`config.mk`:
```
export PLATFORM = sky130hd
export DESIGN_NAME = gray_decoder
export DESIGN_NICKNAME = d
export VERILOG_FILES = /design/src/rtl/gray_decoder.sv
export SDC_FILE = /design/constraint.sdc
export NUM_CORES = 1
export LEC_CHECK = 0
export ABC_AREA = 0
export BUFFER_PORTS_ARGS = -buffer_cell sky130_fd_sc_hd__clkbuf_2
export CAP_MARGIN = 15
export CORE_MARGIN = 1
export CORE_UTILIZATION = 53
export CTS_CLUSTER_SIZE = 14
export DETAILED_ROUTE_END_ITERATION = 8
export PLACE_DENSITY = 0.88
export SLEW_MARGIN = 5
export SYNTH_ARGS = -nofsm -noshare
export SYNTH_HDL_FRONTEND = slang
export SYNTH_SLANG_ARGS = --single-unit
```
`constraint.sdc`:
```
create_clock -name Clk -period 5.45 [get_ports Clk]
set_input_delay 1.09 -clock Clk [delete_from_list [all_inputs] [get_ports Clk]]
set_output_delay 1.09 -clock Clk [all_outputs]
set_load 0.005 [all_outputs]
```
`src/rtl/gray_decoder.sv`:
```
`default_nettype none
//----------------------------------------------------------------------------
// Module      : gray_decoder
// Description : Samples a Gray-coded count from an upstream counter, decodes
//               it to binary and checks that successive samples follow the
//               legal +1 Gray sequence. Reports the decoded value, forward
//               wrap events and sequence errors through an
//               UNSYNC / TRACK / ERROR state machine.
// Revision    : 1.0 - initial release
//----------------------------------------------------------------------------
// Parameters:
//   WIDTH      Gray/binary code width in bits (2..8)
// Optional feature macro:
//   GRAY_DEC_BIDIR_EN  accept -1 steps in TRACK and report them on Dir
// Ports:
//   Clk        in   clock, rising edge
//   Reset      in   synchronous, active-high reset
//   In_valid   in   Gray_in is sampled this cycle
//   Gray_in    in   Gray-coded count [WIDTH-1:0]
//   Clear_err  in   return to UNSYNC, clear Seq_err/Wrap/Wrap_cnt
//   Bin_out    out  binary decode of the last accepted sample
//   Out_valid  out  one-cycle pulse per accepted sample
//   Locked     out  high while in TRACK
//   Wrap       out  sticky forward-wrap flag
//   Wrap_cnt   out  forward wrap count, saturating at 255
//   Seq_err    out  sticky illegal-transition flag
//   Dir        out  1 when the last accepted step was -1 (0 without BIDIR)
//----------------------------------------------------------------------------
module gray_decoder #(
   parameter int WIDTH = 3
) (
   input  logic             Clk,
   input  logic             Reset,
   input  logic             In_valid,
   input  logic [WIDTH-1:0] Gray_in,
   input  logic             Clear_err,
   output logic [WIDTH-1:0] Bin_out,
   output logic             Out_valid,
   output logic             Locked,
   output logic             Wrap,
   output logic [7:0]       Wrap_cnt,
   output logic             Seq_err,
   output logic             Dir
);

   localparam logic [WIDTH-1:0] C_MAX = {WIDTH{1'b1}};

   typedef enum logic [1:0] {
      ST_UNSYNC = 2'd0,
      ST_TRACK  = 2'd1,
      ST_ERROR  = 2'd2
   } state_t;

   state_t           r_state;
   logic [WIDTH-1:0] r_bin;
   logic             r_out_valid;
   logic             r_locked;
   logic             r_wrap;
   logic [7:0]       r_wrap_cnt;
   logic             r_seq_err;

   logic [WIDTH-1:0] w_bin_new;
   logic [WIDTH-1:0] w_step;

   // Binary bit i is the XOR of all Gray bits from the MSB down to bit i.
   always_comb begin
      w_bin_new = '0;
      for (int i = 0; i < WIDTH; i++) begin
         w_bin_new[i] = ^(Gray_in >> i);
      end
   end

   // Modular step from the last accepted value; wraps naturally in WIDTH bits.
   assign w_step = w_bin_new - r_bin;

`ifdef GRAY_DEC_BIDIR_EN
   logic r_dir;
`endif

   always_ff @(posedge Clk) begin
      if (Reset) begin
         r_state     <= ST_UNSYNC;
         r_bin       <= '0;
         r_out_valid <= 1'b0;
         r_locked    <= 1'b0;
         r_wrap      <= 1'b0;
         r_wrap_cnt  <= 8'd0;
         r_seq_err   <= 1'b0;
`ifdef GRAY_DEC_BIDIR_EN
         r_dir       <= 1'b0;
`endif
      end else begin
         r_out_valid <= 1'b0;
         if (Clear_err) begin
            // Clear wins over a coincident sample, which is dropped.
            r_state    <= ST_UNSYNC;
            r_locked   <= 1'b0;
            r_wrap     <= 1'b0;
            r_wrap_cnt <= 8'd0;
            r_seq_err  <= 1'b0;
         end else if (In_valid) begin
            case (r_state)
               ST_UNSYNC: begin
                  r_bin       <= w_bin_new;
                  r_out_valid <= 1'b1;
                  r_state     <= ST_TRACK;
                  r_locked    <= 1'b1;
               end
               ST_TRACK: begin
                  if (w_step == '0) begin
                     r_out_valid <= 1'b1;
                  end else if (w_step == {{(WIDTH-1){1'b0}}, 1'b1}) begin
                     r_bin       <= w_bin_new;
                     r_out_valid <= 1'b1;
`ifdef GRAY_DEC_BIDIR_EN
                     r_dir       <= 1'b0;
`endif
                     // A +1 step from the top value is necessarily a wrap to 0.
                     if (r_bin == C_MAX) begin
                        r_wrap <= 1'b1;
                        if (r_wrap_cnt != 8'hFF) begin
                           r_wrap_cnt <= r_wrap_cnt + 8'd1;
                        end
                     end
`ifdef GRAY_DEC_BIDIR_EN
                  end else if (w_step == C_MAX) begin
                     // Backward step: backward wraps are not counted.
                     r_bin       <= w_bin_new;
                     r_out_valid <= 1'b1;
                     r_dir       <= 1'b1;
`endif
                  end else begin
                     r_seq_err <= 1'b1;
                     r_state   <= ST_ERROR;
                     r_locked  <= 1'b0;
                  end
               end
               ST_ERROR: begin
                  // Samples are ignored until Clear_err.
               end
               default: begin
                  r_state  <= ST_UNSYNC;
                  r_locked <= 1'b0;
               end
            endcase
         end
      end
   end

   assign Bin_out   = r_bin;
   assign Out_valid = r_out_valid;
   assign Locked    = r_locked;
   assign Wrap      = r_wrap;
   assign Wrap_cnt  = r_wrap_cnt;
   assign Seq_err   = r_seq_err;
`ifdef GRAY_DEC_BIDIR_EN
   assign Dir       = r_dir;
`else
   assign Dir       = 1'b0;
`endif

endmodule
`default_nettype wire

```
==> results of run 1 <==
cell usage in the layout (no fill, tap or decap), drive strengths merged, types with 2 or more instances in the layout:
master / n
inv: 6
o41ai: 2
or4: 4
or2: 3
o31ai: 4
o211ai: 2
or3: 2
ha: 2
a21oi: 7
nand2: 2
nor3b: 2
nand4: 3
clkbuf: 25
o21ai: 4
nor2: 4
o21a: 3
and4: 2
dfxtp: 16
metal layers:
| layer | vias to the layer above | GRT usage | wire length [um] |
|---|---|---|---|
| met5 | - | 0 | 0 |
| met4 | 0 | 0.0774 | 14 |
| met3 | 2 | 0.0391 | 110 |
| met2 | 36 | 0.350 | 853 |
| met1 | 372 | 0.302 | 786 |
| li1 | 374 | - | - |
cell families after synthesis:
logic type | synth area share
AOI/OAI and AO/OA | 0.219
xor gates and xnor gates | 0.0486
adders and majority gates | 0.0546
buffers and inverters | 0.0637
DFF | 0.388
other | 0.00455
and+or+nand+nor | 0.222
through the flow:
step,instances,area (um^2),utilization,total power (uW)
after floorplan,90,825,-,142
after global placement,121,918,0.672,150
after detailed placement,121,918,0.672,151
after CTS,125,955,0.699,230
after global routing,125,955,0.699,239
final,125,955,0.699,230
power groups by stage:
stage               Sequential, uW  Combinational (uW)  Clock [uW]
floorplan                      124                18.1           0
global placement               124                25.6           0
detailed placement             124                27.2           0
CTS                            122                27.6        81.1
global route                   122                31.0        86.4
finish                         122                27.9        80.7
worst max-delay path, delay by kind of cell:
| family | cells | cell delay, ns |
|---|---|---|
| AOI/OAI and AO/OA | 1 | 0.15 |
| xor gates and xnor gates | 2 | 0.58 |
| adders and majority gates | 2 | 0.66 |
| buffers and inverters | 2 | 0.19 |
| and+or+nand+nor | 3 | 1.44 |
worst paths after layout:
check / end / slack [ns] / depth (start not counted)
min: Seq_err$_SDFFE_PP0P_ / 0.48 / 1
max: Wrap_cnt[4]$_SDFFE_PP0P_ / 1.59 / 10
min reg2reg: Seq_err$_SDFFE_PP0P_ / 0.48 / 1
max reg2reg: Wrap_cnt[4]$_SDFFE_PP0P_ / 2.73 / 7
final cells by class:
cell class                      count  area [um^2]  share of cell area
Sequential cell                    16          320               0.336
Tap cell                           15         18.8              0.0197
Inverter                            6         22.5              0.0236
Clock buffer                        4         36.3              0.0380
Multi-Input combinational cell     63          452               0.473
Timing Repair Buffer               21          105               0.110
registers in the layout, indices dropped and copies added (netlist names):
signal	count
Bin_out	3
Seq_err	1
r_state	2
Out_valid	1
Wrap	1
Wrap_cnt	8
==> results.ini, run 1 <==
[die]
die_x_um = 41.4
fp.dieH_um = 41.4
die_area_um2 = 1720
io_pins = 23
core_um2 = 1370
fp-row-count = 13
initial_utilization = 0.603

[final_layout]
fin_nets = 121
antenna_cells = 0
drive_gt1_frac = 0.273
area_growth_pct = 15.8
fill_cells = 115

[setup_path]
critical_path_class = input port to flop
start_kind = input port
cpMaxStageDelayCell = or4_4
worstPathCellList = clkbuf_2 > xor2_1 > xnor2_1 > ha_1 > inv_1 > fa_1 > or2_2 > or4_4 > or4_1 > a21oi_1
cp-startpoint = Gray_in[2]
arrival_ns = 4.09
critical-path-max-stage-delay_ns = 0.60
critPathRequiredTime_ns = 5.67
end_kind = flop
path_max_fanout = 12
r2r_start = Bin_out[0]$_SDFFE_PP0P_

[grt]
grt_pass1_wl_um = 2990
antenna_found_initial = 0
grt_pass1_vias = 638
grt-ovfl-total = 0
grt_max_degree = 13
grt_use_total = 0.221

[route]
drt_wl_total_um = 1770
wl_per_cell_um = 14.1
drt_pass1_iterations = 4
drt-initial-drc-count = 41
vias_per_cell = 6.27
drcViolationCount = 0
ant_nets = 0
vias = 784

[timing]
fin_crit_ns = 3.86
final.setup_skew_ns = 0.00426
worst_slack_ns = 1.59
finalCritPeriodShare = 0.709
rsz0062_at_grt = no
maxSlewViolCount = 0
tightest_slew_ns = 0.798
fmax_mhz = 259
setup_violations = 0
slew_headroom = 0.463
tns_ns = 0
hold_slack_ns = 0.480
hold_viol = 0

[place]
gp_congestion = 0.942
dp_hpwl_um = 1310
pre_cts_slack_ns = 1.34
portBuffers = 21

[power]
comb_power_share = 0.121
p_sw_uw = 57.7
pwr-share-clk = 0.351
p_int_uw = 172
switching_share = 0.251
power.density_nw_per_um2 = 241
seq_power_share = 0.528
leakagePower_uw = 0.000389
irDropWorstVdd_uv = 146

[logic_synthesis]
synth.distinct_cells = 39
synthFlopType = dfxtp_1
ys_ff_latch = 16
synth_seq_area_share = 0.388
synthArstFlopShare = 0
synth.area.top_cells = dfxtp_1 (39%), a21oi_1 (4.2%), o31ai_1 (3.6%)
syn_area_um2 = 825
synth.most_common_cell = dfxtp_1
syn-num-nets = 100
synth_top_area_frac = 0.388
yosys_warnings = 0
synthTopCellsByCount = dfxtp_1 (16), a21oi_1 (7), inv_1 (6)
synth_area_per_cell_um2 = 9.16
synth_edf_count = 0
synth_top_area_cell = dfxtp_1
synthCells = 90

[hold_path]
hp-start = Seq_err$_SDFFE_PP0P_
hold_path_class = flop to flop

[clock_network]
cts_buffer_depth = 2
ctsResizeCount = 0
cts-root-buf = clkbuf_4
cts_made_buffers = 3
holdBufCountCts = 0
htree_levels = 1
cts_tree = done
post_cts_buffers = 0
clock_latency_ns = 0.29
clk_pin_slew_ns = 0.10
cts.sinks = 16

[run_status]
outcome = completed

[job]
drv_cap = 0

No activity file was read; power rests on OpenSTA's default activity.
==> run 2: changes to the inputs <==
Settings changed: ABC_AREA 0 to 1, CORE_UTILIZATION 53 to 52, PLACE_DENSITY 0.88 to 0.85.
Clock period 5.45 ns to 3.94 ns, I/O delays scaled along.
==> results.ini, run 2 <==
[setup_path]
path_buf_inv = 2
r2r_start = Bin_out[0]$_SDFFE_PP0P_
cpMaxStageDelayCell = fa_1
r2r_setup_slack_ns = 1.83
critical-path-max-stage-delay_ns = 0.47
cp_top_family = simple AND/OR/NAND/NOR gates
r2r-end = Wrap_cnt[6]$_SDFFE_PP0P_
critPathRequiredTime_ns = 4.12
critical_path_class = input port to flop
worstPathCellList = clkbuf_2 > xnor2_1 > xor2_1 > ha_1 > inv_1 > fa_1 > nor2_1 > nand4_4 > nor2_8 > nand2_4 > nand2_1 > a21oi_1
start_kind = input port
end_kind = flop
arrival_ns = 2.95
path_max_fanout = 10
r2r_cells = 9

[logic_synthesis]
synth_top_area_cell = dfxtp_1
synth_area_per_cell_um2 = 7.53
synth_edf_count = 0
synth.area.top_cells = dfxtp_1 (33%), nand2_1 (7.7%), a21oi_1 (7.2%)
yosys_warnings = 0
synth_seq_area_share = 0.327
ys_ff_latch = 16
syn-num-nets = 140
synthCells = 130
synth.distinct_cells = 29
synthTopCellsByCount = nand2_1 (20), inv_1 (17), dfxtp_1 (16)
synthFlopType = dfxtp_1
synthArstFlopShare = 0
synth_top_area_frac = 0.327
syn_area_um2 = 978
synth.most_common_cell = nand2_1

[route]
vias_per_cell = 4.96
vias = 882
drt_pass1_iterations = 4
ant_nets = 0
drt-initial-drc-count = 34
drcViolationCount = 0
wl_per_cell_um = 11.0
drt_wl_total_um = 1960

[timing]
maxSlewViolCount = 0
setup_violations = 0
fin_crit_ns = 2.77
final.setup_skew_ns = 0.00518
rsz0062_at_grt = no
finalCritPeriodShare = 0.703
fmax_mhz = 361
tns_ns = 0
hold_slack_ns = 0.475
hold_viol = 0

[clock_network]
cts-root-buf = clkbuf_4
clock_latency_ns = 0.29
post_cts_buffers = 0
htree_levels = 1
holdBufCountCts = 0
cts_buffer_depth = 2
ctsResizeCount = 0
cts.sinks = 16
cts_made_buffers = 3
cts_tree = done
clk_pin_slew_ns = 0.10

[final_layout]
fill_cells = 155
fin_nets = 164
drive_gt1_frac = 0.268
antenna_cells = 0
mostFrequentLayoutCells = clkbuf_2 (21), nand2_1 (20), inv_1 (17)
final_common_cell = clkbuf_2
area_growth_pct = 16.5
largest_reg_flops = 8

[die]
core_um2 = 1750
fp.dieH_um = 45.4
io_pins = 23
die_area_um2 = 2060
fp-row-count = 15
die_x_um = 45.4
initial_utilization = 0.561

[place]
gp_congestion = 0.864
dp_hpwl_um = 1500
portBuffers = 21

[hold_path]
hp-start = Seq_err$_SDFFE_PP0P_
hold_path_class = flop to flop
hold_depth = 2
hold_end = Seq_err$_SDFFE_PP0P_

[grt]
grt_use_total = 0.221
grt_pass1_wl_um = 3240
antenna_found_initial = 0
grt_max_degree = 12
grt-ovfl-total = 0
grt_pass1_vias = 794

[power]
leakagePower_uw = 0.000550
irDropWorstVdd_uv = 264
power.density_nw_per_um2 = 300

[run_status]
outcome = completed

[job]
drv_cap = 0

-- run 2: cell types whose count changed in the layout (fill, tap and decap cells not counted), sizes merged, moves of 3 or more --
cell   change
nor2      +12
inv       +14
a21oi      +7
nand3     +14
o31ai      -4
xor2       +5
o21a       -3
or2        -3
nand2     +23
or4        -4
-- run 2: worst max path at each step --
stage | start | end | slack, ns | cells after the start
2_1_floorplan | Gray_in[2] | Wrap_cnt[7]$_SDFFE_PP0P_ | 1.22 | 11
3_3_place_gp | Gray_in[2] | Wrap_cnt[7]$_SDFFE_PP0P_ | 1.01 | 12
3_5_place_dp | Gray_in[2] | Wrap_cnt[3]$_SDFFE_PP0P_ | 0.86 | 12
4_1_cts | Gray_in[2] | Wrap_cnt[6]$_SDFFE_PP0P_ | 1.17 | 12
5_1_grt | Gray_in[2] | Wrap_cnt[2]$_SDFFE_PP0P_ | 0.99 | 12
6_report | Gray_in[2] | Wrap_cnt[6]$_SDFFE_PP0P_ | 1.17 | 12
-- run 2: worst reg2reg max path, stage by stage (launching register included) --
cell and delay, ns:
dfxtp_1 0.41, ha_1 0.18, inv_1 0.05, fa_1 0.47, nor2_1 0.27, nand4_4 0.17, nor2_8 0.21, nand2_4 0.10
nand2_1 0.08, a21oi_1 0.06
-- run 2: per-layer routing --
layer / routed length, um / part of all wire / vias up / GRT usage
li1: - / - / 458 / -
met1: 818 / 0.42 / 393 / 0.236
met2: 1020 / 0.52 / 27 / 0.406
met3: 81 / 0.041 / 4 / 0.0595
met4: 38 / 0.019 / 0 / 0.0909
met5: 0 / 0 / - / 0
-- run 2: area by class of cell --
class | instances | area [um^2] | area share
clock buffers | 4 | 36.3 | 0.0318
multi-input cells | 91 | 568 | 0.498
well taps | 25 | 31.3 | 0.0274
repair buffers | 21 | 105 | 0.0922
flip-flops and latches | 16 | 320 | 0.281
inverters | 21 | 78.8 | 0.0692
-- run 2: cells by family (layout without fill, tap and decap cells) --
family                     after synthesis  after routing  synth area share
adders and majority gates                3              3            0.0460
and+or+nand+nor                         62             62             0.361
other                                    1              1           0.00383
xor gates and xnor gates                 7              7            0.0627
DFF                                     16             16             0.327
AOI/OAI and AO/OA                       18             18             0.107
buffers and inverters                   23             46            0.0921
-- run 2: report_power, final --
part | internal, uW | leakage (uW) | total (uW) | switching [uW]
clock network | 56.3 | 0.0000210 | 110 | 53.9
registers | 165 | 0.000130 | 170 | 4.35
logic | 23.5 | 0.000399 | 62.6 | 39.1
total | 245 | 0.000550 | 342 | 97.4
-- run 2: stage by stage --
step | power (uW) | area, um^2 | instances | util | setup WS, ns
floorplan | 221 | 978 | 130 | - | 1.22
global placement | 233 | 1100 | 174 | 0.632 | 1.01
detailed placement | 236 | 1100 | 174 | 0.632 | 0.861
CTS | 344 | 1140 | 178 | 0.653 | 1.17
global route | 360 | 1140 | 178 | 0.653 | 0.993
finish | 342 | 1140 | 178 | 0.653 | 1.17
